File: src/rtl/sprite_anim_renderer.sv
// Scaled, mirrorable, multi-frame sprite fetch for the VGA pipeline.
// Scan position -> ROM address -> palette index/opaque, plus a tick-driven animation FSM.
module sprite_anim_renderer #(
  parameter int SPR_W           = 60,
  parameter int SPR_H           = 90,
  parameter int BOX_W           = 80,
  parameter int BOX_H           = 160,
  parameter int FRAMES          = 6,
  parameter int FRAME_TICKS     = 6,
  parameter int PIX_BITS        = 3,
  parameter int ADDR_W          = 15,
  parameter int TRANSPARENT_IDX = 0,
  parameter int V_ACTIVE        = 480
) (
  input  logic                      vga_clk,
  input  logic                      Reset,
  input  logic [9:0]                DrawX,
  input  logic [9:0]                DrawY,
  input  logic                      blank,
  input  logic [9:0]                pos_x,
  input  logic [9:0]                pos_y,
  input  logic                      mirror,
  input  logic                      anim_start,
  input  logic                      loop,
  output logic [ADDR_W-1:0]         rom_address,
  input  logic [PIX_BITS-1:0]       rom_q,
  output logic [PIX_BITS-1:0]       pix_idx,
  output logic                      pix_opaque,
  output logic [$clog2(FRAMES)-1:0] frame_idx,
  output logic                      anim_busy,
  output logic                      anim_done,
  output logic [1:0]                dbg_state_o
);

  localparam int CW       = $clog2(SPR_W + 1);
  localparam int CFW      = $clog2(BOX_W + SPR_W);
  localparam int RFW      = $clog2(BOX_H + SPR_H);
  localparam int FIW      = $clog2(FRAMES);
  localparam int TW       = (FRAME_TICKS > 1) ? $clog2(FRAME_TICKS) : 1;
  localparam int FRAME_SZ = SPR_W * SPR_H;

  typedef enum logic [1:0] {
    S_IDLE = 2'd0,
    S_PLAY = 2'd1,
    S_HOLD = 2'd2
  } state_t;

  // Position/mirror latched once per video frame at the tick
  logic [9:0] lpx_q, lpy_q;
  logic       lmirror_q;
  logic       tick;

  assign tick = (DrawX == 10'd0) && (DrawY == 10'(V_ACTIVE));

  always_ff @(posedge vga_clk or posedge Reset) begin
    if (Reset) begin
      lpx_q     <= '0;
      lpy_q     <= '0;
      lmirror_q <= 1'b0;
    end else if (tick) begin
      lpx_q     <= pos_x;
      lpy_q     <= pos_y;
      lmirror_q <= mirror;
    end
  end

  logic [10:0] x11, y11, lx11, ly11;
  logic        in_box;

  assign x11    = {1'b0, DrawX};
  assign y11    = {1'b0, DrawY};
  assign lx11   = {1'b0, lpx_q};
  assign ly11   = {1'b0, lpy_q};
  assign in_box = (x11 >= lx11) && (x11 < lx11 + 11'(BOX_W)) &&
                  (y11 >= ly11) && (y11 < ly11 + 11'(BOX_H));

  // Texel stepping: fractional accumulators replace the scale multiply/divide
  logic [CW-1:0]     col_q, col_d, cur_col, col_eff;
  logic [CFW-1:0]    cfrac_q, cfrac_d, cur_cfrac, csum;
  logic [ADDR_W-1:0] rbase_q, rbase_line, cur_rbase;
  logic [RFW-1:0]    rfrac_q, rfrac_line, rsum;
  logic [ADDR_W-1:0] fbase_q, fbase_d;
  logic [ADDR_W-1:0] addr_c;

  always_comb begin
    cur_col   = (DrawX == lpx_q) ? '0 : col_q;
    cur_cfrac = (DrawX == lpx_q) ? '0 : cfrac_q;
    csum      = cur_cfrac + CFW'(SPR_W);
    col_d     = cur_col;
    cfrac_d   = csum;
    if (csum >= CFW'(BOX_W)) begin
      col_d   = cur_col + CW'(1);
      cfrac_d = csum - CFW'(BOX_W);
    end

    rsum       = rfrac_q + RFW'(SPR_H);
    rbase_line = rbase_q;
    rfrac_line = rsum;
    if (DrawY == lpy_q) begin
      rbase_line = '0;
      rfrac_line = '0;
    end else if (rsum >= RFW'(BOX_H)) begin
      rbase_line = rbase_q + ADDR_W'(SPR_W);
      rfrac_line = rsum - RFW'(BOX_H);
    end
    cur_rbase = (DrawX == 10'd0) ? rbase_line : rbase_q;

    col_eff = lmirror_q ? (CW'(SPR_W - 1) - cur_col) : cur_col;
    addr_c  = fbase_q + cur_rbase + ADDR_W'(col_eff);
  end

  logic [ADDR_W-1:0]   rom_addr_q;
  logic                vis1_q, vis2_q;
  logic [PIX_BITS-1:0] pix_idx_q;
  logic                pix_opq_q;

  always_ff @(posedge vga_clk or posedge Reset) begin
    if (Reset) begin
      col_q      <= '0;
      cfrac_q    <= '0;
      rbase_q    <= '0;
      rfrac_q    <= '0;
      rom_addr_q <= '0;
      vis1_q     <= 1'b0;
      vis2_q     <= 1'b0;
      pix_idx_q  <= '0;
      pix_opq_q  <= 1'b0;
    end else begin
      col_q   <= col_d;
      cfrac_q <= cfrac_d;
      if (DrawX == 10'd0) begin
        rbase_q <= rbase_line;
        rfrac_q <= rfrac_line;
      end
      if (in_box) rom_addr_q <= addr_c;
      // Visibility rides two stages to meet the ROM data
      vis1_q    <= in_box && blank;
      vis2_q    <= vis1_q;
      pix_idx_q <= rom_q;
      pix_opq_q <= vis2_q && (rom_q != PIX_BITS'(TRANSPARENT_IDX));
    end
  end

  state_t         state_q, state_d;
  logic [TW-1:0]  cnt_q, cnt_d;
  logic [FIW-1:0] frame_q, frame_d;
  logic           done_q, done_d;

  always_ff @(posedge vga_clk or posedge Reset) begin
    if (Reset) begin
      state_q <= S_IDLE;
      cnt_q   <= '0;
      frame_q <= '0;
      fbase_q <= '0;
      done_q  <= 1'b0;
    end else begin
      state_q <= state_d;
      cnt_q   <= cnt_d;
      frame_q <= frame_d;
      fbase_q <= fbase_d;
      done_q  <= done_d;
    end
  end

  // Start outranks a coincident tick, which is then not counted
  always_comb begin
    state_d = state_q;
    cnt_d   = cnt_q;
    frame_d = frame_q;
    fbase_d = fbase_q;
    done_d  = 1'b0;
    if (anim_start) begin
      state_d = S_PLAY;
      cnt_d   = '0;
      frame_d = '0;
      fbase_d = '0;
    end else if (tick && (state_q == S_PLAY)) begin
      if (cnt_q == TW'(FRAME_TICKS - 1)) begin
        cnt_d = '0;
        if (frame_q == FIW'(FRAMES - 1)) begin
          if (loop) begin
            frame_d = '0;
            fbase_d = '0;
          end else begin
            state_d = S_HOLD;
            done_d  = 1'b1;
          end
        end else begin
          frame_d = frame_q + FIW'(1);
          fbase_d = fbase_q + ADDR_W'(FRAME_SZ);
        end
      end else begin
        cnt_d = cnt_q + TW'(1);
      end
    end
  end

  assign rom_address = rom_addr_q;
  assign pix_idx     = pix_idx_q;
  assign pix_opaque  = pix_opq_q;
  assign frame_idx   = frame_q;
  assign anim_busy   = (state_q == S_PLAY);
  assign anim_done   = done_q;
  assign dbg_state_o = state_q;

endmodule

File: config.mk
export PLATFORM = sky130hd
export DESIGN_NAME = sprite_anim_renderer
export DESIGN_NICKNAME = d
export VERILOG_FILES = /design/src/rtl/sprite_anim_renderer.sv
export SDC_FILE = /design/constraint.sdc
export NUM_CORES = 1
export LEC_CHECK = 0
export BUFFER_PORTS_ARGS = -buffer_cell sky130_fd_sc_hd__buf_4
export CAP_MARGIN = 20
export CORE_MARGIN = 4
export CORE_UTILIZATION = 64
export CTS_CLUSTER_DIAMETER = 200
export DETAILED_ROUTE_END_ITERATION = 10
export PLACE_DENSITY = 0.86
export SLEW_MARGIN = 15
export SYNTH_ARGS = -nofsm -noshare
export SYNTH_HDL_FRONTEND = slang
export SYNTH_SLANG_ARGS = --single-unit
File: constraint.sdc
create_clock -name vga_clk -period 10.1 [get_ports vga_clk]
set_clock_uncertainty 0.2 [all_clocks]
set_input_delay 0.505 -clock vga_clk [delete_from_list [all_inputs] [get_ports vga_clk]]
set_output_delay 0.505 -clock vga_clk [all_outputs]
set_load 0.02 [all_outputs]
==> results.py <==
metrics = {
    "run_status": {
        "status": "completed",
    },
    "floorplan": {
        "floorplan.die.height_um": 108,
        "pin_count": 75,
        "fp-row-count": 36,
        "start_util_pct": 65.3,
        "core_um2": 9730,
        "die_area_um2": 11600,
        "fp.dieW_um": 108,
    },
    "placement": {
        "portBuffers": 74,
        "numPlacedInstances": 854,
        "gp_congestion": 0.921,
        "post_dp_cell_area_um2": 6990,
        "place_hpwl_um": 10600,
    },
    "min_path": {
        "hold_path.class": "input port to flop",
    },
    "synth": {
        "synthDominantCellAreaShare_pct": 39.0,
        "syn-num-nets": 787,
        "synthFlopType": "sky130_fd_sc_hd__dfrtp_1",
        "synthesis.instances": 666,
        "yosysSeqAreaShare_pct": 39.0,
        "ys.warnings.count": 0,
        "synth_cell_types": 65,
        "average_cell_area_after_synthesis_um2": 9.54,
        "yosys_register_bits": 99,
        "synth-edff-count": 0,
        "synthDominantAreaCellType": "sky130_fd_sc_hd__dfrtp_1",
        "ys_top_cells_by_area": "sky130_fd_sc_hd__dfrtp_1 39%, sky130_fd_sc_hd__ha_1 13%, sky130_fd_sc_hd__o21ai_0 4.2%",
        "synthesis.area_um2": 6350,
        "synth_async_sr_flop_share_pct": 100,
    },
    "setup_path": {
        "start_kind": "flop",
        "worst-endpoint-required_ns": 10.17,
        "timing.critical_path.to_type": "flop",
        "worst-setup-path-type": "flop to flop",
        "timing.critical_path.fanout_max": 12,
        "worstPathArrival_ns": 5.26,
    },
    "run": {
        "cap_violations": 0,
    },
    "clocking": {
        "post_cts_resized": 0,
        "post_cts.repair.setup_buffers": 0,
        "cts-root-buf": "sky130_fd_sc_hd__clkbuf_8",
        "cts_hold_buf": 1,
        "cts_tree": "done",
        "clock_tree.buffer_depth": 2,
        "clkTransAtPathRegs_ns": 0.10,
        "cts_inserted_buffers": 9,
        "clock_sink_count": 99,
        "clkLatencyLatePin_ns": 0.38,
        "cts-htree-levels": 3,
    },
    "drt": {
        "detail-route-antenna-nets": 0,
        "wl_um": 13800,
        "remaining_drcs": 0,
        "vias": 5109,
        "wl_per_cell_um": 15.8,
        "vias_per_std_cell": 5.87,
        "detail_route.iter0.violations": 237,
        "first_pass_detailed_route_iteration_total": 5,
    },
    "finish": {
        "antenna-diode-count": 0,
        "final_net_count": 854,
        "layout.cells.most_common": "sky130_fd_sc_hd__dfrtp_1",
        "fill_cells": 724,
        "final-seq-area_um2": 2480,
        "drive_above_1_share_pct": 16.8,
        "design_area_um2": 7170,
        "final-instance-count-excl-fill": 871,
        "multi_input_comb_area_um2": 3590,
        "flow.area_growth_from_synthesis_pct": 12.9,
        "layout_common_cells": "99 x sky130_fd_sc_hd__dfrtp_1, 76 x sky130_fd_sc_hd__buf_4, 69 x sky130_fd_sc_hd__nand2_1",
    },
    "global_route": {
        "grt_util_all_layers_pct": 25.4,
        "grt_pass1_vias": 5239,
        "first_pass_grt_wire_length_um": 23600,
        "initial_antenna_violation_count": 0,
        "overflow": 0,
        "grt_max_degree": 63,
    },
    "timing": {
        "final_period_util_pct": 51.4,
        "worstMarginPinSlew_ns": 0.853,
        "timing.final.max_slew_violations": 0,
        "fin_tns_setup_ns": 0,
        "worst_slew_margin_rel_pct": 43.0,
        "timing_hold_violations_final": 0,
        "finalWorstPathRequiredPeriod_ns": 5.19,
        "fmaxAchievable_ghz": 0.193,
        "unrepaired_setup_endpoints_after_global_routing": "false",
        "finalSetupViolations": 0,
    },
    "pwr": {
        "worst_ir_drop_vdd_v": 0.000138,
        "power-per-cell-area_nw_per_um2": 135,
        "power.static_leakage_nw": 3.73,
    },
}
[state kept, by name (all words and copies together), names as in the netlist, 2 cells and up]
name and count:
rbase_q 15, lpy_q 10, fbase_q 12, lpx_q 10, cfrac_q 8, rom_address 15, cnt_q 3, frame_idx 3
pix_idx 3, dbg_state_o 2, col_q 6, rfrac_q 7
[power by group]
group          internal, W  switching (W)  total, W  leakage [nW]
Clock            0.0000895       0.000141  0.000231        0.0822
Sequential        0.000424      0.0000214  0.000445          1.24
Combinational     0.000127       0.000169  0.000296          2.41
Total             0.000640       0.000331  0.000972          3.73
[Yosys cell counts (all sizes together), types with 3 or more instances]
cell type,n
a21oi,33
dfrtp,99
o21ai,55
ha,68
nor2b,12
inv,51
nor2,36
o21a,6
nor4,5
a21o,15
fa,4
xor2,19
and4,5
and3,9
mux2,20
o31ai,8
o211ai,5
clkbuf,15
xnor2,25
or3,3
buf,6
nand2,69
and2,11
a2111oi,5
mux2i,5
nor3,9
nand4,7
nand3,17
nand4b,3
nand2b,8
[kinds of logic after synthesis]
group | share of synthesized area, %
muxes | 4.33
and+or+nand+nor | 16.8
xor gates and xnor gates | 6.07
adders and majority gates | 14.7
buffers and inverters | 4.57
AOI/OAI and AO/OA | 14.6
DFF | 39.0
[final timing paths]
kind / cells past startpoint / startpoint / to / slack, ns
hold / removal: 1 / rom_q[1] / pix_idx[1] / 0.03
setup reg to reg: 19 / rfrac_q[1] / rom_address[14] / 4.91
hold reg to reg: 0 / vis1_q / vis2_q / 0.16
setup / recovery: 19 / rfrac_q[1] / rom_address[14] / 4.91
max in group asynchronous: 4 / Reset / rom_address[7] / 8.04
min in group asynchronous: 3 / Reset / anim_done / 0.50
[critical path: stages, from the launching register on]
cell,delay (ns)
sky130_fd_sc_hd__dfrtp_1,0.45
sky130_fd_sc_hd__ha_1,0.28
sky130_fd_sc_hd__o31a_1,0.33
sky130_fd_sc_hd__o21ai_1,0.21
sky130_fd_sc_hd__nand2_1,0.15
sky130_fd_sc_hd__a2111oi_2,0.34
sky130_fd_sc_hd__buf_4,0.25
sky130_fd_sc_hd__nand2_1,0.08
sky130_fd_sc_hd__or2_2,0.28
sky130_fd_sc_hd__a21o_1,0.20
sky130_fd_sc_hd__fa_1,0.50
sky130_fd_sc_hd__inv_1,0.05
sky130_fd_sc_hd__ha_1,0.33
sky130_fd_sc_hd__and3_1,0.18
sky130_fd_sc_hd__a221o_1,0.36
sky130_fd_sc_hd__nand2b_1,0.20
sky130_fd_sc_hd__a31oi_1,0.19
sky130_fd_sc_hd__xnor2_1,0.16
sky130_fd_sc_hd__xnor2_1,0.08
sky130_fd_sc_hd__mux2_2,0.26
[per-layer routing]
metal	GRT usage (%)	wire length, um	vias to the layer above	part of all wire, %
met2	44.4	7110	116	52
met5	0	0	-	0
met4	9.47	367	0	2.7
met3	5.10	529	35	3.8
met1	30.8	5780	2491	42
li1	-	-	2467	-
[cell type report]
cell class                 count  share of cell area (%)
sequential                    99                    34.5
tap                          133                    2.32
multi-input combinational    495                    50.0
clock buffer                  10                    1.78
inverter                      51                    2.70
clock inverter                 6                   0.593
timing repair buffer          77                    8.09
[metrics by stage]
step | util, % | setup slack [ns] | hold WS (ns) | power [W]
2_1_floorplan | - | 5.41 | 0.131 | 0.000672
4_1_cts | 73.7 | 4.91 | 0.0214 | 0.000978
3_5_place_dp | 71.9 | 4.88 | 0.138 | 0.000747
5_1_grt | 73.7 | 4.61 | 0.0163 | 0.00104
3_3_place_gp | 71.9 | 4.96 | 0.132 | 0.000724
6_report | 73.7 | 4.91 | 0.0299 | 0.000972
(Power assumes the default switching activity.)
